===== config.mk =====
export PLATFORM = sky130hd
export DESIGN_NAME = reg_write_sched
export DESIGN_NICKNAME = d
export VERILOG_FILES = /design/src/rtl/reg_write_sched.sv
export SDC_FILE = /design/constraint.sdc
export NUM_CORES = 1
export LEC_CHECK = 0
export BUFFER_PORTS_ARGS = -buffer_cell sky130_fd_sc_hd__buf_2
export CELL_PAD_IN_SITES_DETAIL_PLACEMENT = 2
export CELL_PAD_IN_SITES_GLOBAL_PLACEMENT = 2
export CORE_MARGIN = 2
export CORE_UTILIZATION = 37
export CTS_CLUSTER_DIAMETER = 80
export DETAILED_ROUTE_END_ITERATION = 8
export PLACE_DENSITY_LB_ADDON = 0.1
export SYNTH_ARGS = -nofsm -noshare
export SYNTH_HDL_FRONTEND = slang
export SYNTH_SLANG_ARGS = --single-unit

===== constraint.sdc =====
create_clock -name Clock -period 4.1 [get_ports Clock]
set_input_delay 0 -clock Clock [delete_from_list [all_inputs] [get_ports Clock]]
set_output_delay 0 -clock Clock [all_outputs]
set_load 0.1 [all_outputs]

===== src/rtl/reg_write_sched.sv =====
// Register-file write-port scheduler: arbitrates control-unit (A) and
// memory-load (B) writers and sequences single or burst register writes.
module reg_write_sched #(
   parameter int NREG = 19,
   parameter int AW   = 5,
   parameter int LW   = 2
) (
   input  logic            Clock,
   input  logic            Reset_n,
   input  logic            reqA,
   input  logic [AW-1:0]   addrA,
   input  logic [LW-1:0]   lenA,
   input  logic            reqB,
   input  logic [AW-1:0]   addrB,
   input  logic [LW-1:0]   lenB,
   output logic            gntA,
   output logic            gntB,
   output logic            doneA,
   output logic            doneB,
   output logic [NREG-1:0] wr_en,
   output logic            busy,
   output logic            err
);

   typedef enum logic [1:0] {
      IDLE  = 2'd0,
      WRITE = 2'd1,
      DONE  = 2'd2
   } state_t;

   localparam logic [AW-1:0] BCAST = '1;
   localparam logic [AW-1:0] LASTC = AW'(NREG);

   function automatic logic [NREG-1:0] dec(input logic [AW-1:0] c);
      logic [NREG-1:0] d;
      d = '0;
      if (c == BCAST) begin
         d = '1;
      end else begin
         for (int k = 0; k < NREG; k++) begin
            d[k] = (c == AW'(k + 1));
         end
      end
      return d;
   endfunction

   function automatic logic illegal(input logic [AW-1:0] c);
      return (c != BCAST) && ((c == '0) || (c > LASTC));
   endfunction

   state_t          state_q, state_d;
   logic            own_q, own_d;
   logic            last_q, last_d;
   logic [AW-1:0]   addr_q, addr_d;
   logic [LW-1:0]   len_q, len_d;
   logic [LW-1:0]   cnt_q, cnt_d;
   logic            gntA_d, gntB_d;
   logic            doneA_d, doneB_d;
   logic [NREG-1:0] wr_d;
   logic            err_d;

   logic            req_own;
   logic            pick_b;
   logic [AW-1:0]   addr_sel;
   logic [AW-1:0]   addr_nxt;

   assign req_own  = own_q ? reqB : reqA;
   // last_q = 1 means B was served last, so A wins a tie
   assign pick_b   = reqB && (!reqA || !last_q);
   assign addr_sel = pick_b ? addrB : addrA;
   assign addr_nxt = (addr_q == LASTC) ? AW'(1) : addr_q + AW'(1);

   always_ff @(posedge Clock or negedge Reset_n) begin
      if (!Reset_n) begin
         state_q <= IDLE;
      end else begin
         state_q <= state_d;
      end
   end

   always_comb begin
      state_d = state_q;
      unique case (state_q)
         IDLE: begin
            if (reqA || reqB) state_d = WRITE;
         end
         WRITE: begin
            if (!req_own) begin
               state_d = IDLE;
            end else if (cnt_q == len_q) begin
               state_d = DONE;
            end
         end
         DONE: begin
            state_d = IDLE;
         end
         default: begin
            state_d = IDLE;
         end
      endcase
   end

   always_comb begin
      own_d   = own_q;
      last_d  = last_q;
      addr_d  = addr_q;
      len_d   = len_q;
      cnt_d   = cnt_q;
      gntA_d  = gntA;
      gntB_d  = gntB;
      doneA_d = 1'b0;
      doneB_d = 1'b0;
      wr_d    = '0;
      err_d   = 1'b0;
      unique case (state_q)
         IDLE: begin
            if (reqA || reqB) begin
               own_d  = pick_b;
               last_d = pick_b;
               addr_d = addr_sel;
               // broadcast collapses any burst to one write
               if (addr_sel == BCAST) begin
                  len_d = '0;
               end else begin
                  len_d = pick_b ? lenB : lenA;
               end
               cnt_d  = '0;
               gntA_d = !pick_b;
               gntB_d = pick_b;
               wr_d   = dec(addr_sel);
               err_d  = illegal(addr_sel);
            end
         end
         WRITE: begin
            if (!req_own) begin
               gntA_d = 1'b0;
               gntB_d = 1'b0;
            end else if (cnt_q == len_q) begin
               doneA_d = !own_q;
               doneB_d = own_q;
            end else begin
               addr_d = addr_nxt;
               cnt_d  = cnt_q + LW'(1);
               wr_d   = dec(addr_nxt);
               err_d  = illegal(addr_nxt);
            end
         end
         DONE: begin
            gntA_d = 1'b0;
            gntB_d = 1'b0;
         end
         default: begin
            gntA_d = 1'b0;
            gntB_d = 1'b0;
         end
      endcase
   end

   always_ff @(posedge Clock or negedge Reset_n) begin
      if (!Reset_n) begin
         own_q  <= 1'b0;
         last_q <= 1'b1;
         addr_q <= '0;
         len_q  <= '0;
         cnt_q  <= '0;
         gntA   <= 1'b0;
         gntB   <= 1'b0;
         doneA  <= 1'b0;
         doneB  <= 1'b0;
         wr_en  <= '0;
         err    <= 1'b0;
         busy   <= 1'b0;
      end else begin
         own_q  <= own_d;
         last_q <= last_d;
         addr_q <= addr_d;
         len_q  <= len_d;
         cnt_q  <= cnt_d;
         gntA   <= gntA_d;
         gntB   <= gntB_d;
         doneA  <= doneA_d;
         doneB  <= doneB_d;
         wr_en  <= wr_d;
         err    <= err_d;
         busy   <= (state_d != IDLE);
      end
   end

endmodule


==> impl_metrics.csv <==
group,metric,value,unit
logic_synthesis,ys_seq_area_frac,0.385,
logic_synthesis,synth.avg_cell_area,8.97,sq um
clocking,cts_buffers,5,
logic_synthesis,synth_area_leaders,"dfrtp_1 (37%), a21oi_1 (4.4%), nand2_1 (4.1%)",
clocking,clk_latency,0.29,ns
logic_synthesis,synth-seq-cells,38,
global_routing,grt_start_max_net_pins,39,
clocking,cts_tree,"built",
timing,worstMarginPinSlew,0.985,ns
min_path,hold_class,"in2reg",
timing,tns,0,ns
logic_synthesis,synth_fp_nets,297,
route,ant_nets,0,
outcome,status,"complete, but fails checks",
logic_synthesis,synth.cell_area,2470,sq um
timing,fin_skew,0.00303,ns
timing,drv_slew,0,
worst_setup_path,r2r_setup_slack,1.54,ns
worst_setup_path,cp_top_family,"compound AO/OA/AOI/OAI gates",
timing,final.min_clock_period,2.62,ns
logic_synthesis,yosysWarnings,0,
die,core_area,6420,sq um
die,boundaryPins,43,
worst_setup_path,r2r_start,"last_q$_DFFE_PN1P_",
timing,finalHoldViolations,0,
die,start_util,0.385,
worst_setup_path,crit_chain,"dlygate4sd3_1, buf_2, a21boi_4, mux2i_2, and2_1, a31oi_1, o32ai_1",
run,cap_violations,0,
final_layout,diodes,0,
route,detail_route.drc_violations,9,
place,globalplace.congestion,0.839,
logic_synthesis,synth_edf_count,0,
route,vias,2379,
route,routed_via_density,6.08,
die,rows,29,
worst_setup_path,path_max_fanout,25,
min_path,min_path_cells,3,
logic_synthesis,syn_inst,276,
min_path,hold_start,"lenA[1]",
final_layout,seq_area,952,sq um
route,wl_per_cell,21.4,um
timing,max_freq,382,MHz
logic_synthesis,synth_top_cell_area_share,0.374,
clocking,cts_setup_buffers,0,
clocking,htreeDepth,2,
timing,fin_hold_ws,0.00626,ns
logic_synthesis,synthArstFlopShare,1.00,
timing,fin_crit_sh,0.638,
clocking,ctsResizeCount,0,
power,power_density,927,nW/um^2
power,peakVddDrop,465,uV
worst_setup_path,reg2regPathDepth,5,
route,drt-total-wl,8360,um
logic_synthesis,synth_top_area_cell,"dfrtp_1",
worst_setup_path,cp.depth,7,
global_routing,grt_pass1_wl,13600,um
worst_setup_path,crit_path_end_kind,"flop",
worst_setup_path,startpoint_type,"input port",
worst_setup_path,crit_path_top_delay_cell,"a21boi_4",
timing,rsz0062_at_grt,"false",
timing,setup_violations,0,
final_layout,multi_input_area,1420,sq um
worst_setup_path,slowest_delay,0.71,ns
global_routing,gr-usage-all-layers,0.238,
die,die_w,85.8,um
worst_setup_path,cp.arrival,2.80,ns
die,die-area,7360,sq um
route,firstDrtPassIters,6,
clocking,clk_path_buf_depth,2,
global_routing,gr-total-overflow,0,
logic_synthesis,synth_flop_cell,"dfrtp_1",
logic_synthesis,yosysUniqueCellTypes,53,
final_layout,fin_nets,334,
clocking,root_buffer,"clkbuf_8",
worst_setup_path,r2r-end,"wr_en[15]$_DFF_PN0_",
final_layout,syn_to_final_growth,16.5,%
power,leakagePower,1.28,nW
place,io_buffers,42,
timing,relSlewSlack,0.339,
worst_setup_path,critPathKind,"in2reg",
global_routing,antenna_found_initial,0,
final_layout,fin_cells,391,
outcome,violations,"design-rule violations",
min_path,min_to,"len_q[1]$_DFFE_PN0P_",
worst_setup_path,path_buf_inv,2,
place,place_hpwl,5820,um
clocking,cts.clk_slew.worst_paths,0.08,ns
final_layout,fillers,707,
die,die_y,85.8,um
clocking,cts_sinks,38,
place,dp_cells,380,
global_routing,grt_pass1_vias,2502,
final_layout,layout-drive-gt1-share,0.223,
worst_setup_path,worst_ep_required_time,4.29,ns
route,drt-initial-drc-count,93,
[per-stage QoR]
step | instance area [sq um] | utilization | power (mW) | setup WS (ns)
final | 2880 | 0.449 | 2.67 | 1.48
after floorplan | 2470 | - | 1.91 | 2.24
after CTS | 2880 | 0.449 | 2.68 | 1.55
after detailed placement | 2720 | 0.423 | 2.26 | 1.63
after global placement | 2720 | 0.423 | 2.23 | 1.70
after global routing | 2880 | 0.449 | 2.84 | 1.33
[per-layer routing]
layer | track usage | vias up | share of wire
li1 | - | 1096 | -
met1 | 0.336 | 1218 | 0.49
met2 | 0.377 | 51 | 0.46
met3 | 0.0346 | 14 | 0.034
met4 | 0.0750 | 0 | 0.019
met5 | 0 | - | 0
[registers in the layout (all words and copies together) (netlist names)]
signal   cells
err          1
doneB        1
wr_en       19
last_q       1
state_q      2
addr_q       5
len_q        2
cnt_q        2
busy         1
own_q        1
gntA         1
gntB         1
doneA        1
[tightest hold or removal path: cells and delay by family]
kind	cells	cell delay [ns]
AO/OA/AOI/OAI	1	0.12
multiplexers	1	0.07
buffers and inverters	1	0.07
[synth_stat cells, drive strengths merged, types with 2 or more instances]
master,number
and3b,2
o21ai,14
a31oi,5
inv,3
ha,3
nand2,27
o211ai,4
and3,4
mux2,4
a21oi,22
a22oi,3
dfrtp,37
xnor2,4
or2,2
nand4,2
and2,3
o22ai,9
buf,14
nor2,26
o32ai,14
nor2b,5
clkbuf,5
a21o,2
nand2b,4
mux2i,12
a22o,5
a21boi,3
nor3,15
or3,3
nand3,7
o31ai,3
[cells by family after synthesis]
group / after synthesis / synth area share
xor gates and xnor gates: 5 / 0.0177
muxes: 16 / 0.0698
DFF: 38 / 0.385
AOI/OAI and AO/OA: 91 / 0.270
buffers and inverters: 22 / 0.0430
adders and majority gates: 3 / 0.0152
and+or+nand+nor: 101 / 0.199
[report_power, final]
group	internal, mW	switching, mW	total, mW
clock network	0.244	0.147	0.391
registers	0.508	0.121	0.628
logic	0.419	1.24	1.66
total	1.17	1.50	2.67
[layout make-up]
cell class,instances,share of cell area
Inverter,3,0.00390
Tap cell,77,0.0334
Clock inverter,3,0.0239
Timing Repair Buffer,49,0.0937
Clock buffer,5,0.0239
Sequential cell,38,0.330
Multi-Input combinational cell,216,0.491
[worst max-delay path by stage]
stage / start / to / slack [ns]
final: reqB / wr_en[15]$_DFF_PN0_ / 1.48
after CTS: reqB / wr_en[15]$_DFF_PN0_ / 1.55
after global routing: addr_q[0]$_DFFE_PN0P_ / wr_en[11]$_DFF_PN0_ / 1.33
after detailed placement: addr_q[0]$_DFFE_PN0P_ / wr_en[11]$_DFF_PN0_ / 1.63
after global placement: last_q$_DFFE_PN1P_ / wr_en[15]$_DFF_PN0_ / 1.70
after floorplan: addr_q[0]$_DFFE_PN0P_ / wr_en[4]$_DFF_PN0_ / 2.24
[layout by cell type, fill, tap and decap left out, types with 2 or more instances in the layout]
cell,count
o21ai_0,8
mux2_1,2
dfrtp_1,37
mux2i_1,10
nand3_1,7
buf_4,4
a31oi_1,5
o21ai_1,6
clkbuf_8,5
inv_1,3
dlygate4sd3_1,3
nor3_1,14
buf_2,42
a21oi_1,22
o31ai_1,3
nand4_1,2
nand2b_1,4
mux2i_2,2
and2_1,3
xnor2_1,4
bufinv_16,2
a21o_1,2
o32ai_1,11
nand2_1,27
mux2_2,2
a22o_1,5
o32ai_2,2
nor2b_1,5
o211ai_1,4
a22oi_1,3
ha_1,3
and3b_1,2
nor2_1,24
or3_1,3
o22ai_1,9
and3_1,4
[timing repair]
| action | CTS | global route |
|---|---|---|
| hold endpoints to repair | 39 | 0 |
| setup endpoints to repair | 0 | 0 |
| hold buffers | 3 | 0 |
Note: power is estimated with default switching activity, not from simulation.
